<file path="src/rtl/mult_div_unit.sv">
`default_nettype none
// mult_div_unit: 32-bit signed multi-cycle multiply (shift-add) and divide (restoring).
// Every operation has the same 34-cycle start-to-done latency. busy stalls the pipeline.
module mult_div_unit (
  input  logic        CLK,
  input  logic        nRST,
  input  logic        start,
  input  logic        flush,
  input  logic [1:0]  op,
  input  logic [31:0] port_a,
  input  logic [31:0] port_b,
  output logic        busy,
  output logic        done,
  output logic [31:0] result,
  output logic        div_zero
);

  typedef enum logic [1:0] {
    IDLE = 2'd0,
    CALC = 2'd1,
    FIX  = 2'd2,
    DONE = 2'd3
  } state_t;

  localparam logic [1:0] OP_MUL  = 2'b00;
  localparam logic [1:0] OP_MULH = 2'b01;
  localparam logic [1:0] OP_DIV  = 2'b10;

  state_t      state_q, state_d;
  logic [4:0]  count_q, count_d;
  logic [1:0]  op_q, op_d;
  logic        sign_a_q, sign_a_d, sign_b_q, sign_b_d;
  logic [31:0] mag_a_q, mag_a_d, mag_b_q, mag_b_d;
  logic [63:0] prod_q, prod_d;
  logic [31:0] quo_q, quo_d, rem_q, rem_d;
  logic [31:0] result_q, result_d;
  logic        div_zero_q, div_zero_d;

  logic        accept;
  logic [31:0] abs_a, abs_b;
  logic [32:0] mul_sum, div_shift, div_diff;
  logic [63:0] prod_signed;
  logic [31:0] quo_signed, rem_signed;

  always_comb begin
    accept      = start && !flush && ((state_q == IDLE) || (state_q == DONE));
    // |0x80000000| wraps back to 0x80000000, which is the correct unsigned magnitude.
    abs_a       = port_a[31] ? -port_a : port_a;
    abs_b       = port_b[31] ? -port_b : port_b;
    mul_sum     = {1'b0, prod_q[63:32]} + (prod_q[0] ? {1'b0, mag_a_q} : 33'd0);
    div_shift   = {rem_q, quo_q[31]};
    div_diff    = div_shift - {1'b0, mag_b_q};
    prod_signed = (sign_a_q ^ sign_b_q) ? -prod_q : prod_q;
    quo_signed  = (sign_a_q ^ sign_b_q) ? -quo_q : quo_q;
    rem_signed  = sign_a_q ? -rem_q : rem_q;
  end

  always_comb begin
    state_d    = state_q;
    count_d    = count_q;
    op_d       = op_q;
    sign_a_d   = sign_a_q;
    sign_b_d   = sign_b_q;
    mag_a_d    = mag_a_q;
    mag_b_d    = mag_b_q;
    prod_d     = prod_q;
    quo_d      = quo_q;
    rem_d      = rem_q;
    result_d   = result_q;
    div_zero_d = div_zero_q;

    if (flush) begin
      state_d = IDLE;
    end else begin
      case (state_q)
        IDLE, DONE: begin
          state_d = IDLE;
          if (accept) begin
            state_d    = CALC;
            count_d    = 5'd0;
            op_d       = op;
            sign_a_d   = port_a[31];
            sign_b_d   = port_b[31];
            mag_a_d    = abs_a;
            mag_b_d    = abs_b;
            prod_d     = {32'd0, abs_b};
            quo_d      = abs_a;
            rem_d      = 32'd0;
            div_zero_d = 1'b0;
          end
        end
        CALC: begin
          count_d = count_q + 5'd1;
          if (op_q[1]) begin
            // A zero divisor always "fits", giving an all-ones quotient and rem = |a|.
            if (div_shift >= {1'b0, mag_b_q}) begin
              rem_d = div_diff[31:0];
              quo_d = {quo_q[30:0], 1'b1};
            end else begin
              rem_d = div_shift[31:0];
              quo_d = {quo_q[30:0], 1'b0};
            end
          end else begin
            prod_d = {mul_sum, prod_q[31:1]};
          end
          if (count_q == 5'd31) begin
            state_d = FIX;
          end
        end
        FIX: begin
          state_d    = DONE;
          div_zero_d = op_q[1] && (mag_b_q == 32'd0);
          case (op_q)
            OP_MUL:  result_d = prod_signed[31:0];
            OP_MULH: result_d = prod_signed[63:32];
            OP_DIV:  result_d = (mag_b_q == 32'd0) ? 32'hFFFF_FFFF : quo_signed;
            default: result_d = rem_signed;
          endcase
        end
        default: state_d = IDLE;
      endcase
    end
  end

  always_ff @(posedge CLK or negedge nRST) begin
    if (!nRST) begin
      state_q    <= IDLE;
      count_q    <= 5'd0;
      op_q       <= 2'd0;
      sign_a_q   <= 1'b0;
      sign_b_q   <= 1'b0;
      mag_a_q    <= 32'd0;
      mag_b_q    <= 32'd0;
      prod_q     <= 64'd0;
      quo_q      <= 32'd0;
      rem_q      <= 32'd0;
      result_q   <= 32'd0;
      div_zero_q <= 1'b0;
    end else begin
      state_q    <= state_d;
      count_q    <= count_d;
      op_q       <= op_d;
      sign_a_q   <= sign_a_d;
      sign_b_q   <= sign_b_d;
      mag_a_q    <= mag_a_d;
      mag_b_q    <= mag_b_d;
      prod_q     <= prod_d;
      quo_q      <= quo_d;
      rem_q      <= rem_d;
      result_q   <= result_d;
      div_zero_q <= div_zero_d;
    end
  end

  assign busy     = (state_q == CALC) || (state_q == FIX);
  assign done     = (state_q == DONE);
  assign result   = result_q;
  assign div_zero = div_zero_q;

endmodule
`default_nettype wire
</file>
<file path="config.mk">
export PLATFORM = sky130hd
export DESIGN_NAME = mult_div_unit
export DESIGN_NICKNAME = d
export VERILOG_FILES = /design/src/rtl/mult_div_unit.sv
export SDC_FILE = /design/constraint.sdc
export NUM_CORES = 1
export LEC_CHECK = 0
export CAP_MARGIN = 10
export CORE_MARGIN = 5
export CORE_UTILIZATION = 60
export DETAILED_ROUTE_END_ITERATION = 8
export GPL_TIMING_DRIVEN = 0
export HOLD_SLACK_MARGIN = 0.02
export PLACE_DENSITY = 0.83
export SYNTH_ARGS = -nofsm -noshare
export SYNTH_HDL_FRONTEND = slang
export SYNTH_SLANG_ARGS = --single-unit
</file>
<file path="constraint.sdc">
create_clock -name CLK -period 4.25 [get_ports CLK]
set_input_delay 0.85 -clock CLK [delete_from_list [all_inputs] [get_ports CLK]]
set_output_delay 0.85 -clock CLK [all_outputs]
set_load 0.02 [all_outputs]
</file>
==> reports/results.tsv, run 1 <==
stage	metric	value	unit
drt	top_layer_used	met4	
hold_path	holdCritPathClass	primary input to async pin	
floorplan	die_w	183	um
global_route	grt_pass1_vias	17602	
cells_and_area	final_nets	2517	
drt	first_pass_iters	8	
power	ir_drop	0.477	mV
floorplan	dieArea	33300	um2
global_route	grt_util_all_layers	40.6	%
global_route	grt_max_degree	120	
clock_tree	clk_latency	0.57	ns
setup_path	endpoint_kind	register	
drt	vias	18704	
clock_tree	cts_tree	done	
cells_and_area	fin_area	20400	um2
yosys	synth-seq-cells	236	
clock_tree	cts-root-buf	clkbuf_16	
setup_path	cp.arrival	4.46	ns
drt	met3_length	9.66	mm
yosys	ys_top_cells_by_area	dfrtp_1, o21ai_0, xor2_1	
cells_and_area	areaGrowthSynthToFinish	14.1	%
clock_tree	cts_buffers	27	
clock_tree	htree_levels	1	
setup_path	cp.required	4.67	ns
global_route	grt_antenna_before_repair	0	
place	dpl-instance-area	19400	um2
power	power_density	754	nW/um2
sta	rsz0062_at_grt	false	
sta	hold_viol_final	0	
yosys	synth_top_area_share	33.1	%
drt	drc	0	
yosys	synth_flop_cell	dfrtp_1	
clock_tree	clock-sinks	236	
yosys	syn_nets	2384	
yosys	synth_warnings	0	
floorplan	core	29500	um2
cells_and_area	diodes	0	
sta	setup_viol	0	
sta	hold_ws	0.325	ns
drt	wire_per_inst	25.0	um
yosys	synthDistinctLibCells	77	
place	dp_hpwl	54.9	mm
power	power	15.4	mW
floorplan	fp-row-count	63	
setup_path	cp_max_fo	11	
sta	finClkSkew	0.0118	ns
yosys	syn_inst	2238	
drt	routed_wl	69.4	mm
global_route	grt-ovfl-total	0	
sta	slew_viol_final	0	
sta	fmax	247	MHz
sta	maxSlewHeadroom	15.2	%
yosys	synth_common_cells	o21ai_0, nand2_1, dfrtp_1	
sta	finalWorstSetupSlack	0.203	ns
global_route	grt_pass1_wl	105	mm
drt	via_per_inst	6.73	
clock_tree	path_clk_slew	0.06	ns
yosys	syn_area	17900	um2
cells_and_area	layout-drive-gt1-share	3.51	%
flow_run	cap_violations	0	
place	portBuffers	102	
clock_tree	cts_setup_buffers	0	
floorplan	die-height	183	um
clock_tree	clockBufferDepth	3	
yosys	synth_edf_count	0	
yosys	yosys.area.top_type	dfrtp_1	
drt	wl_met1	27.7	mm
drt	met2WireLength	28.8	mm
yosys	ys_seq_area_share	33.1	%
yosys	synth-async-reset-ratio	100	%
yosys	avgSynthCellArea	7.98	um2
power	p_leak	8.66	nW
sta	finalCriticalPeriod	4.05	ns
drt	drt_iter0_markers	2508	
cells_and_area	fillCellCount	2468	
drt	antenna_left	0	
floorplan	ioPinCount	105	
floorplan	initial_core_util	60.6	%
setup_path	critPathKind	register to register	
place	routabilityCongestion	1.11	
run_status	status	complete, no violations	
yosys	yosysMostFrequentCell	o21ai_0	
sta	min_period_over_period	95.2	%
sta	worst_slew_pin_slew	1.27	ns
place	pre_cts_slack	-0.0101	ns
setup_path	crit_path_start_kind	register	
## metal layers
metal	vias up	GRT usage, %
li1	8324	-
met1	8971	55.4
met2	1201	59.1
met3	208	15.5
met4	0	14.4
met5	-	0
## metrics by stage
stage | utilization, % | setup TNS, ns | std cells
global placement | 65.7 | -1762.84 | 2730
detailed placement | 65.9 | -0.0101 | 2733
global route | 69.1 | 0 | 2780
floorplan | - | 0 | 2238
CTS | 69.1 | 0 | 2781
finish | 69.1 | 0 | 2780
## worst max-delay path: stages, from the launching register on
cell	delay, ns
dfrtp_1	0.65
clkbuf_1	0.33
and2_1	0.24
ha_1	0.32
a211o_1	0.32
o211ai_1	0.16
nand4_1	0.16
a21oi_1	0.38
o21ai_0	0.32
a311oi_2	0.50
a21oi_1	0.17
xnor2_1	0.21
o21ai_0	0.12
## power by group
part,internal (mW),switching [mW]
Clock,1.50,1.01
Sequential,3.02,1.10
Combinational,2.84,5.89
## area by class of cell
class | instances | area, um2 | share of cell area, %
inverters | 77 | 289 | 1.42
flip-flops and latches | 236 | 5910 | 29.0
clock inverters | 9 | 169 | 0.829
well taps | 390 | 488 | 2.40
repair buffers | 105 | 1090 | 5.33
clock buffers | 39 | 771 | 3.78
multi-input cells | 1801 | 11200 | 55.0
plain buffers | 123 | 465 | 2.28
## registers in the layout, summed over array words and instances, names as in the netlist
name,flops
count_q,5
mag_a_q,32
prod_q,64
sign_b_q,1
mag_b_q,32
state_q,2
sign_a_q,1
div_zero,1
op_q,2
quo_q,32
rem_q,32
result,32
## placed cells by master, fill, tap and decap left out, drive strengths merged, types with 43 or more instances in the layout
master / n
nor2: 159
clkdlybuf4s50: 101
clkbuf: 148
nand2: 294
inv: 76
ha: 74
dfrtp: 236
a21oi: 173
nor3: 43
xor2: 143
xnor2: 85
o21ai: 307
## worst paths after layout
| check | cells past startpoint | to | slack (ns) | start |
|---|---|---|---|---|
| setup / recovery | 12 | prod_q[57] | 0.20 | prod_q[0] |
| hold / removal | 2 | rem_q[19] | 0.33 | nRST |
| setup reg to reg | 12 | prod_q[57] | 0.20 | prod_q[0] |
| hold reg to reg | 2 | mag_a_q[11] | 0.47 | mag_a_q[11] |
| max in group asynchronous | 3 | mag_a_q[6] | 2.86 | nRST |
| min in group CLK | 2 | mag_a_q[11] | 0.47 | mag_a_q[11] |
## logic make-up (layout without fill, tap and decap cells)
group	Yosys count	in the layout	share of synthesized area [%]
simple gates	721	721	19.0
mux	26	26	1.58
compound gates	750	750	25.5
flops	236	236	33.1
xor+xnor	228	228	11.2
fa+ha+maj	76	76	5.41
buf+inv	201	353	4.24
## what timing repair did
action,4_1_cts,5_1_grt
hold buffers,0,0
gates resized for setup,1,2
setup endpoints to repair,1,7
pin swaps,0,0
Note: power is estimated with default switching activity, not from simulation.
==> inputs of run 2 (changes only) <==
--- a/config.mk
+++ b/config.mk
@@ -12,6 +12,7 @@
 export GPL_TIMING_DRIVEN = 0
 export HOLD_SLACK_MARGIN = 0.02
 export PLACE_DENSITY = 0.83
+export SKIP_CTS_REPAIR_TIMING = 1
 export SYNTH_ARGS = -nofsm -noshare
 export SYNTH_HDL_FRONTEND = slang
 export SYNTH_SLANG_ARGS = --single-unit
==> run 2 against run 1 <==
Wire length is essentially flat. Clock skew is 0.0058 ns higher. Sequential power about the same. Core utilization hardly changed. Sequential share of layout area barely moved. Largest cell class unchanged. Largest power group unchanged.
==> reports/results.tsv, run 2 (synthesis gave the netlist of run 1 again) <==
stage	metric	value	unit	change
power	ir_drop	0.476	mV	-0.26%
clock_tree	clock-sinks	236		unchanged
setup_path	max_stage_delay	0.66	ns	about the same
setup_path	worstReg2RegStart	prod_q[0]		
setup_path	cp.arrival	4.51	ns	+0.05 ns
global_route	grt-ovfl-total	0		unchanged
cells_and_area	final_nets	2517		unchanged
floorplan	die_w	183	um	unchanged
power	p_leak	8.66	nW	unchanged
setup_path	r2r_slack	0.15	ns	-0.05 ns
drt	antenna_left	0		unchanged
place	dpl-instance-area	19400	um2	unchanged
setup_path	cp_max_fo	11		unchanged
clock_tree	clockBufferDepth	3		unchanged
clock_tree	htree_levels	1		unchanged
place	portBuffers	102		unchanged
cells_and_area	layout_common_cells	o21ai_0, nand2_1, dfrtp_1		
place	routabilityCongestion	1.11		unchanged
global_route	grt_pass1_vias	17591		-0.062%
sta	worst_slew_pin_slew	1.24	ns	-0.0276 ns
floorplan	fp-row-count	63		unchanged
place	dp_cells	2733		unchanged
sta	finalWorstSetupSlack	0.149	ns	-0.0542 ns
setup_path	timing.rr.end	prod_q[57]		
cells_and_area	final_cells	2781		+0.036%
clock_tree	path_clk_slew	0.06	ns	about the same
setup_path	endpoint_kind	register		
drt	first_pass_iters	7		-1
drt	routed_wl	69.4	mm	about the same
place	dp_hpwl	54.9	mm	unchanged
sta	fmax	244	MHz	-1.3%
sta	finalCriticalPeriod	4.10	ns	+0.0542 ns
floorplan	die-height	183	um	unchanged
power	power	15.3	mW	about the same
sta	fin_setup_tns	0	ns	unchanged
run_status	status	complete, no violations		
setup_path	crit_path_start_kind	register		
global_route	grt_pass1_wl	105	mm	about the same
power	combinationalPowerShare	56.9	%	about the same
setup_path	ff2ff_path_depth	12		unchanged
clock_tree	cts_buffers	27		unchanged
global_route	grt_max_degree	120		unchanged
clock_tree	cts_tree	done		
setup_path	cp.required	4.66	ns	about the same
sta	setup_viol	0		unchanged
cells_and_area	mostFrequentLayoutCell	o21ai_0		
cells_and_area	fin_area	20400	um2	about the same
global_route	grt_antenna_before_repair	0		unchanged
cells_and_area	layout-drive-gt1-share	3.51	%	unchanged
floorplan	dieArea	33300	um2	unchanged
cells_and_area	largest-register	prod_q		
power	intPower	7.36	mW	about the same
cells_and_area	largest_reg_flops	64		unchanged
power	p_sw	7.98	mW	-0.12%
floorplan	ioPinCount	105		unchanged
drt	drc	0		unchanged
clock_tree	clk_latency	0.57	ns	about the same
hold_path	holdCritPathClass	primary input to async pin		
floorplan	initial_core_util	60.6	%	unchanged
drt	drt_iter0_markers	2451		-2.3%
sta	rsz0062_at_grt	false		
setup_path	critPathKind	register to register		
place	pre_cts_slack	-0.0101	ns	unchanged
sta	maxSlewHeadroom	17.0	%	+1.8 points
setup_path	cp_cell_sequence	clkbuf_1, and2_1, ha_1, a211o_1, o211ai_1, nand4_1, a21oi_1, o21ai_0, a311oi_2, a21oi_1, xnor2_1, o21ai_0		
drt	via_per_inst	6.69		-0.55%
sta	slew_viol_final	0		unchanged
setup_path	crit_slowest_cell	dfrtp_1		
drt	vias	18608		-0.51%
drt	wire_per_inst	25.0	um	about the same
global_route	grt_util_all_layers	40.6	%	unchanged
floorplan	core	29500	um2	unchanged
sta	min_period_over_period	96.5	%	+1.3 points
sta	finClkSkew	0.0176	ns	+0.00581 ns
flow_run	cap_violations	0		unchanged
power	power_frac_clock	16.4	%	about the same
cells_and_area	areaGrowthSynthToFinish	14.1	%	about the same
clock_tree	cts-root-buf	clkbuf_16		
power	seqPwrFrac	26.8	%	about the same
sta	hold_viol_final	0		unchanged
power	netSwitchingFraction	52.0	%	about the same
power	power_density	753	nW/um2	about the same
[run 2: cell types whose count changed in the layout (fill, tap and decap cells not counted), sizes merged]
| cell | change |
|---|---|
| diode | +1 |
[run 2: per-stage QoR]
| step | hold slack (ns) | util, % |
|---|---|---|
| 3_5_place_dp | 0.464 | 65.9 |
| 6_report | 0.336 | 69.1 |
| 2_1_floorplan | 0.442 | - |
| 3_3_place_gp | 0.459 | 65.7 |
| 4_1_cts | 0.381 | 69.1 |
| 5_1_grt | 0.397 | 69.1 |
[run 2: worst max-delay path by stage]
stage,start,end,slack (ns),cells after the start
floorplan,port_a[4],quo_q[29],0.90,9
global placement,nRST,mag_a_q[10],-7.51,1
detailed placement,prod_q[0],prod_q[57],-0.01,13
CTS,prod_q[0],prod_q[57],-0.08,13
global route,prod_q[0],prod_q[57],0.03,12
finish,prod_q[0],prod_q[57],0.15,12
[run 2: cell type report]
type / count / area, um2
well taps: 390 / 488
fillers: 2469 / 9100
inverters: 77 / 289
plain buffers: 123 / 465
clock buffers: 39 / 771
multi-input cells: 1801 / 11200
flip-flops and latches: 236 / 5910
repair buffers: 105 / 1090
clock inverters: 9 / 169
diodes: 1 / 2.50
[run 2: metal layers]
metal	wire (um)	vias to the layer above	share of wire [%]	GRT usage (%)
li1	-	8342	-	-
met1	27700	8876	40	55.5
met2	28800	1204	42	59.0
met3	9800	186	14	15.5
met4	3130	0	4.5	14.4
met5	0	-	0	0
[run 2: power groups by stage]
stage               Clock [mW]  Combinational, mW  Sequential (mW)
floorplan                    0               5.15             3.78
global placement             0               8.15             4.01
detailed placement           0               8.28             4.05
CTS                       2.49               8.33             4.01
global route              2.60               9.21             4.17
finish                    2.51               8.73             4.11
[run 2: critical path: cells and delay by family, from the launching register on]
| family | cells | cell delay, ns |
|---|---|---|
| AOI/OAI and AO/OA | 7 | 2.02 |
| buffers and inverters | 1 | 0.33 |
| and+or+nand+nor | 2 | 0.40 |
| adders and majority gates | 1 | 0.32 |
| xor gates and xnor gates | 1 | 0.21 |
| DFF | 1 | 0.66 |
